===== src/rtl/ram_bubble_sort_if.sv =====
// Start/done handshake plus the read and write ports of the RAM being sorted.
// The sorter connects through the slave modport; the handshake source and RAM sit on master.
interface ram_bubble_sort_if #(
   parameter int width_p = 8,
   parameter int depth_p = 8
);
   localparam int addr_w  = (depth_p > 1) ? $clog2(depth_p) : 1;
   localparam int swaps_w = (depth_p > 1) ? $clog2(depth_p * depth_p) : 1;

   logic                valid_i;
   logic                ready_o;
   logic                valid_o;
   logic                ready_i;
   logic [swaps_w-1:0]  swaps_o;
   logic                ram_wr_valid_o;
   logic [addr_w-1:0]   ram_wr_addr_o;
   logic [width_p-1:0]  ram_wr_data_o;
   logic [addr_w-1:0]   ram_rd_addr_o;
   logic [width_p-1:0]  ram_rd_data_i;

   modport slave (
      input  valid_i, ready_i, ram_rd_data_i,
      output ready_o, valid_o, swaps_o,
             ram_wr_valid_o, ram_wr_addr_o, ram_wr_data_o, ram_rd_addr_o
   );

   modport master (
      output valid_i, ready_i, ram_rd_data_i,
      input  ready_o, valid_o, swaps_o,
             ram_wr_valid_o, ram_wr_addr_o, ram_wr_data_o, ram_rd_addr_o
   );
endinterface


===== src/rtl/ram_bubble_sort.sv =====
// In-place ascending bubble sort over an asynchronous-read RAM, with an early exit
// after a pass that makes no swaps. The swap count is reported on completion.
module ram_bubble_sort #(
   parameter int width_p = 8,
   parameter int depth_p = 8
) (
   input  logic             clk_i,
   input  logic             reset_i,
   ram_bubble_sort_if.slave bus
);
   localparam int addr_w  = (depth_p > 1) ? $clog2(depth_p) : 1;
   localparam int swaps_w = (depth_p > 1) ? $clog2(depth_p * depth_p) : 1;
   localparam logic [addr_w-1:0] last_init = addr_w'(depth_p - 1);

   if (depth_p < 2) begin : g_depth_check
      $error("ram_bubble_sort: depth_p must be at least 2");
   end

   typedef enum logic [2:0] {
      S_IDLE,
      S_LOAD,
      S_COMPARE,
      S_WRITE,
      S_DONE
   } state_t;

   state_t              r_state, w_state_next;
   logic [width_p-1:0]  r_a, w_a_next;
   logic [addr_w-1:0]   r_i, w_i_next;
   logic [addr_w-1:0]   r_last, w_last_next;
   logic                r_swapped, w_swapped_next;
   logic [swaps_w-1:0]  r_swaps, w_swaps_next;

   logic                w_ready;
   logic                w_valid;
   logic                w_wr_valid;
   logic [addr_w-1:0]   w_wr_addr;
   logic [width_p-1:0]  w_wr_data;
   logic [addr_w-1:0]   w_rd_addr;
   logic                w_advance;
   logic [addr_w-1:0]   w_i_plus1;

   assign w_i_plus1 = r_i + addr_w'(1);

   always_ff @(posedge clk_i) begin
      if (reset_i) begin
         r_state   <= S_IDLE;
         r_a       <= '0;
         r_i       <= '0;
         r_last    <= last_init;
         r_swapped <= 1'b0;
         r_swaps   <= '0;
      end else begin
         r_state   <= w_state_next;
         r_a       <= w_a_next;
         r_i       <= w_i_next;
         r_last    <= w_last_next;
         r_swapped <= w_swapped_next;
         r_swaps   <= w_swaps_next;
      end
   end

   always_comb begin
      w_state_next   = r_state;
      w_a_next       = r_a;
      w_i_next       = r_i;
      w_last_next    = r_last;
      w_swapped_next = r_swapped;
      w_swaps_next   = r_swaps;
      w_ready        = 1'b0;
      w_valid        = 1'b0;
      w_wr_valid     = 1'b0;
      w_wr_addr      = '0;
      w_wr_data      = '0;
      w_rd_addr      = '0;
      w_advance      = 1'b0;

      case (r_state)
         S_IDLE: begin
            w_ready = 1'b1;
            if (bus.valid_i) begin
               w_i_next     = '0;
               w_last_next  = last_init;
               w_swaps_next = '0;
               w_state_next = S_LOAD;
            end
         end
         S_LOAD: begin
            w_rd_addr      = r_i;
            w_a_next       = bus.ram_rd_data_i;
            w_swapped_next = 1'b0;
            w_state_next   = S_COMPARE;
         end
         S_COMPARE: begin
            // r_a is the element carried up from mem[i]; compare it with mem[i+1].
            w_rd_addr = w_i_plus1;
            if (r_a > bus.ram_rd_data_i) begin
               w_wr_valid     = 1'b1;
               w_wr_addr      = r_i;
               w_wr_data      = bus.ram_rd_data_i;
               w_swapped_next = 1'b1;
               w_swaps_next   = r_swaps + swaps_w'(1);
               w_state_next   = S_WRITE;
            end else begin
               w_a_next  = bus.ram_rd_data_i;
               w_advance = 1'b1;
            end
         end
         S_WRITE: begin
            w_wr_valid = 1'b1;
            w_wr_addr  = w_i_plus1;
            w_wr_data  = r_a;
            w_advance  = 1'b1;
         end
         S_DONE: begin
            w_valid = 1'b1;
            if (bus.ready_i) begin
               w_state_next = S_IDLE;
            end
         end
         default: begin
            w_state_next = S_IDLE;
         end
      endcase

      // r_swapped already includes a swap made by the final compare, since WRITE follows it.
      if (w_advance) begin
         if (w_i_plus1 < r_last) begin
            w_i_next     = w_i_plus1;
            w_state_next = S_COMPARE;
         end else if (!r_swapped || (r_last == addr_w'(1))) begin
            w_state_next = S_DONE;
         end else begin
            w_last_next  = r_last - addr_w'(1);
            w_i_next     = '0;
            w_state_next = S_LOAD;
         end
      end
   end

   assign bus.ready_o        = w_ready;
   assign bus.valid_o        = w_valid;
   assign bus.swaps_o        = r_swaps;
   assign bus.ram_wr_valid_o = w_wr_valid;
   assign bus.ram_wr_addr_o  = w_wr_addr;
   assign bus.ram_wr_data_o  = w_wr_data;
   assign bus.ram_rd_addr_o  = w_rd_addr;
endmodule


===== src/flat_wrapper.sv =====
// flat-port wrapper written by rule: the top's interface ports become plain ports
module ram_bubble_sort_flat 
#(
   parameter int width_p = 8,
   parameter int depth_p = 8
)
  (clk_i, reset_i, bus_valid_i, bus_ready_i, bus_ram_rd_data_i, bus_ready_o, bus_valid_o, bus_swaps_o, bus_ram_wr_valid_o, bus_ram_wr_addr_o, bus_ram_wr_data_o, bus_ram_rd_addr_o);
  ram_bubble_sort_if #(.width_p(width_p), .depth_p(depth_p)) bus_i ();
  input  logic clk_i;
  input  logic reset_i;
  input wire logic [$bits(bus_i.valid_i)-1:0] bus_valid_i;
  input wire logic [$bits(bus_i.ready_i)-1:0] bus_ready_i;
  input wire logic [$bits(bus_i.ram_rd_data_i)-1:0] bus_ram_rd_data_i;
  output wire logic [$bits(bus_i.ready_o)-1:0] bus_ready_o;
  output wire logic [$bits(bus_i.valid_o)-1:0] bus_valid_o;
  output wire logic [$bits(bus_i.swaps_o)-1:0] bus_swaps_o;
  output wire logic [$bits(bus_i.ram_wr_valid_o)-1:0] bus_ram_wr_valid_o;
  output wire logic [$bits(bus_i.ram_wr_addr_o)-1:0] bus_ram_wr_addr_o;
  output wire logic [$bits(bus_i.ram_wr_data_o)-1:0] bus_ram_wr_data_o;
  output wire logic [$bits(bus_i.ram_rd_addr_o)-1:0] bus_ram_rd_addr_o;
  assign bus_i.valid_i = bus_valid_i;
  assign bus_i.ready_i = bus_ready_i;
  assign bus_i.ram_rd_data_i = bus_ram_rd_data_i;
  assign bus_ready_o = bus_i.ready_o;
  assign bus_valid_o = bus_i.valid_o;
  assign bus_swaps_o = bus_i.swaps_o;
  assign bus_ram_wr_valid_o = bus_i.ram_wr_valid_o;
  assign bus_ram_wr_addr_o = bus_i.ram_wr_addr_o;
  assign bus_ram_wr_data_o = bus_i.ram_wr_data_o;
  assign bus_ram_rd_addr_o = bus_i.ram_rd_addr_o;
  ram_bubble_sort #(.width_p(width_p), .depth_p(depth_p)) u_core (.clk_i(clk_i), .reset_i(reset_i), .bus(bus_i));
endmodule

===== config.mk =====
export PLATFORM = sky130hd
export DESIGN_NAME = ram_bubble_sort_flat
export DESIGN_NICKNAME = d
export VERILOG_FILES = /design/src/rtl/ram_bubble_sort_if.sv /design/src/rtl/ram_bubble_sort.sv /design/src/flat_wrapper.sv
export SDC_FILE = /design/constraint.sdc
export NUM_CORES = 1
export LEC_CHECK = 0
export CORE_MARGIN = 4
export CORE_UTILIZATION = 45
export CTS_BUF_LIST = sky130_fd_sc_hd__clkbuf_4 sky130_fd_sc_hd__clkbuf_8
export CTS_CLUSTER_DIAMETER = 120
export DETAILED_ROUTE_END_ITERATION = 10
export PLACE_DENSITY_LB_ADDON = 0.3
export SETUP_SLACK_MARGIN = 0.5
export SYNTH_ARGS = -nofsm -noshare
export SYNTH_HDL_FRONTEND = slang
export SYNTH_SLANG_ARGS = --single-unit

===== constraint.sdc =====
create_clock -name clk_i -period 4.4 [get_ports clk_i]
set_input_delay 0.66 -clock clk_i [delete_from_list [all_inputs] [get_ports clk_i]]
set_output_delay 0.66 -clock clk_i [all_outputs]
set_load 0.01 [all_outputs]

==> flow_metrics.tcl <==
set metrics [dict create \
    run_status "complete, no violations" \
    detail-route-antenna-nets 0 \
    maximum_number_of_pins_on_one_net_before_global_route_repair 22 \
    synth_enable_flop_cells 0 \
    critical-path-slowest-cell "sky130_fd_sc_hd__clkdlybuf4s50_1" \
    final_cells 304 \
    timing.fmax_mhz 255 \
    initial_core_util 0.474 \
    critical_path.startpoint "bus_ram_rd_data_i[2]" \
    postSynthCellCount 226 \
    power_leakage_nw 0.930 \
    postRouteWirelength_um 4480 \
    final_routed_wire_length_divided_by_cell_count_um 14.7 \
    tightestPinTransition_ns 0.778 \
    ranking_of_synthesized_cells_by_area "sky130_fd_sc_hd__dfxtp_1, sky130_fd_sc_hd__ha_1, sky130_fd_sc_hd__nand2_1" \
    avgSynthCellArea_um2 7.79 \
    drt-initial-drc-count 98 \
    clock_latency_late_sink_ns 0.27 \
    critical-path-top-cell-by-count "sky130_fd_sc_hd__clkdlybuf4s50_1" \
    design.die.area_um2 4980 \
    global_route.usage.total 0.178 \
    worst_setup_path_end_kind "output port" \
    finalSetupViolations 0 \
    synth_top_cell_area_share 0.273 \
    gr-total-overflow 0 \
    antenna_found_initial 0 \
    num-nets-final 284 \
    ys_types 47 \
    numPortBuffers 34 \
    maximum_ir_drop_on_the_vdd_rail_mv 0.103 \
    timing.max_cap.violations 0 \
    vias 1786 \
    post_synth_arst_share 0 \
    ctsRootBufferMaster "sky130_fd_sc_hd__clkbuf_8" \
    required_ns 3.74 \
    timing.max_slew.rel_slack 0.480 \
    fin_area_um2 2210 \
    netlist_area_um2 1760 \
    hold_path_startpoint "u_core.r_swapped$_SDFFE_PP0P_" \
    grt_first_pass_wirelength_um 7380 \
    path_max_fanout 5 \
    synth_largest_area_cell "sky130_fd_sc_hd__dfxtp_1" \
    criticalPathCategory "input pin to output port" \
    detailed_placement_wirelength_estimate_um 3240 \
    seq_area_frac_synth 0.273 \
    holdCritPathClass "flip-flop to flip-flop" \
    post-route-drc-count 0 \
    numClockSinks 24 \
    final_hold_viol_count 0 \
    vias_in_the_first_global_route 1645 \
    tritoncts_clock_tree "done" \
    cp_cell_sequence "clkdlybuf4s50_1 > inv_1 > ha_1 > and4_1 > a2111o_1 > a21oi_4 > nand2_1 > o21ai_1 > clkdlybuf4s50_1" \
    cts.path.max_buffers 2 \
    post-route-min-period_ns 3.92 \
    clock-skew-final_ns 0.00480 \
    drtPass1Iterations 5 \
    design.portCount 35 \
    layout-area-overhead-vs-synth_pct 25.4 \
    post_syn_nets 252 \
    tns_ns 0 \
    layout-drive-gt1-share 0.0820 \
    htree_num_levels 1 \
    post_synth_most_frequent_cells "sky130_fd_sc_hd__nand2_1, sky130_fd_sc_hd__dfxtp_1, sky130_fd_sc_hd__a21oi_1, sky130_fd_sc_hd__nor2_1" \
    antennaDiodeCount 0 \
    cts.clk_slew.worst_paths_ns 0.08 \
    die_height_um 70.5 \
    flop_and_latch_count_out_of_synthesis 24 \
    design.core.area_um2 3720 \
    grt_setup_unrepaired "yes" \
    layout_worst_path_cycle_share 0.891 \
    hold_buffers 0 \
    vias_per_cell 5.88 \
    cts_buffers 3 \
    power-per-cell-area_nw_per_um2 223 \
    timing.final.max_slew_violations 0 \
    synth_most_common_cell "sky130_fd_sc_hd__nand2_1" \
    die_width_um 70.5 \
    ys.flop_type "sky130_fd_sc_hd__dfxtp_1" \
    yosys_warnings 0 \
    timing.critical_path.arrival_ns 3.26 \
    placedInstanceArea_um2 2140 \
    crit-reg2reg-launch "u_core.r_a[0]$_SDFFE_PP0P_" \
    place.detailed.instances 299 \
    crit_path_start_kind "input pin" \
    crit_path_max_incr_delay_ns 0.56 \
    num_rows 22 \
    gp_congestion 0.950 \
]
## metrics by stage
stage | hold slack (ns) | total power [mW] | setup WS [ns] | utilization
3_3_place_gp | 0.461 | 0.364 | 0.450 | 0.575
5_1_grt | 0.492 | 0.520 | 0.375 | 0.594
2_1_floorplan | 0.433 | 0.324 | 1.57 | -
4_1_cts | 0.471 | 0.496 | 0.508 | 0.588
3_5_place_dp | 0.460 | 0.365 | 0.431 | 0.575
6_report | 0.468 | 0.493 | 0.479 | 0.594
## cell type report
| class | instances | area, um2 |
|---|---|---|
| Fill cell | 346 | 1510 |
| Timing Repair Buffer | 39 | 385 |
| Multi-Input combinational cell | 176 | 1190 |
| Sequential cell | 24 | 480 |
| Inverter | 14 | 52.6 |
| Clock buffer | 3 | 41.3 |
| Tap cell | 48 | 60.1 |
## routing by layer
metal	part of all wire	global-route usage
met2	0.46	0.294
met1	0.48	0.239
met3	0.048	0.0284
met5	0	0
met4	0.017	0.0543
## flip-flops by register name, indices dropped and copies added, names as in the netlist
| register | cells |
|---|---|
| u_core.bus.swaps_o | 6 |
| u_core.r_state | 3 |
| u_core.r_last | 3 |
| u_core.r_i | 3 |
| u_core.r_swapped | 1 |
| u_core.r_a | 8 |
## worst max-delay path, delay by kind of cell
kind | cells | cell delay, ns
buffers and inverters | 3 | 1.14
adders and majority gates | 1 | 0.33
and+or+nand+nor | 2 | 0.34
AOI/OAI and AO/OA | 3 | 0.78
## timing repair
item	4_1_cts	5_1_grt
setup buffers	1	1
setup endpoints to repair	4	11
gates resized for setup	0	4
endpoints found under the hold margin	0	0
pin swaps	1	0
## cell usage in the layout, fill, tap and decap left out, types with 4 or more instances in the layout
cell,synthesis,layout
sky130_fd_sc_hd__nor3_1,4,4
sky130_fd_sc_hd__a32oi_1,8,8
sky130_fd_sc_hd__o31ai_1,9,9
sky130_fd_sc_hd__o21ai_1,10,10
sky130_fd_sc_hd__nand3_1,4,4
sky130_fd_sc_hd__nand2b_1,5,5
sky130_fd_sc_hd__nor2_1,16,16
sky130_fd_sc_hd__nor2b_1,4,4
sky130_fd_sc_hd__ha_1,14,14
sky130_fd_sc_hd__buf_4,0,5
sky130_fd_sc_hd__a21oi_1,19,19
sky130_fd_sc_hd__dfxtp_1,24,24
sky130_fd_sc_hd__clkdlybuf4s50_1,0,31
sky130_fd_sc_hd__a22o_1,8,8
sky130_fd_sc_hd__nand2_1,26,26
sky130_fd_sc_hd__o21ai_0,6,6
sky130_fd_sc_hd__inv_1,14,14
## worst paths after layout
check | cells after the start | slack, ns | endpoint
worst max-delay path | 9 | 0.48 | bus_ram_wr_data_o[0]
worst max register to register | 8 | 2.10 | u_core.bus.swaps_o[3]$_SDFFE_PP0P_
worst min-delay path | 2 | 0.47 | u_core.r_swapped$_SDFFE_PP0P_
worst min register to register | 2 | 0.47 | u_core.r_swapped$_SDFFE_PP0P_
## report_power, final
part | internal [mW] | switching, mW
Sequential | 0.226 | 0.0161
Combinational | 0.0532 | 0.0678
Clock | 0.0613 | 0.0688
## kinds of logic after synthesis
kind of cell	count (synthesis)	share of synthesized area
AOI/OAI and AO/OA	82	0.337
adders and majority gates	14	0.0995
and+or+nand+nor	78	0.222
buffers and inverters	26	0.0569
muxes	2	0.0121
DFF	24	0.273
Power figures use the tool's default switching activity.
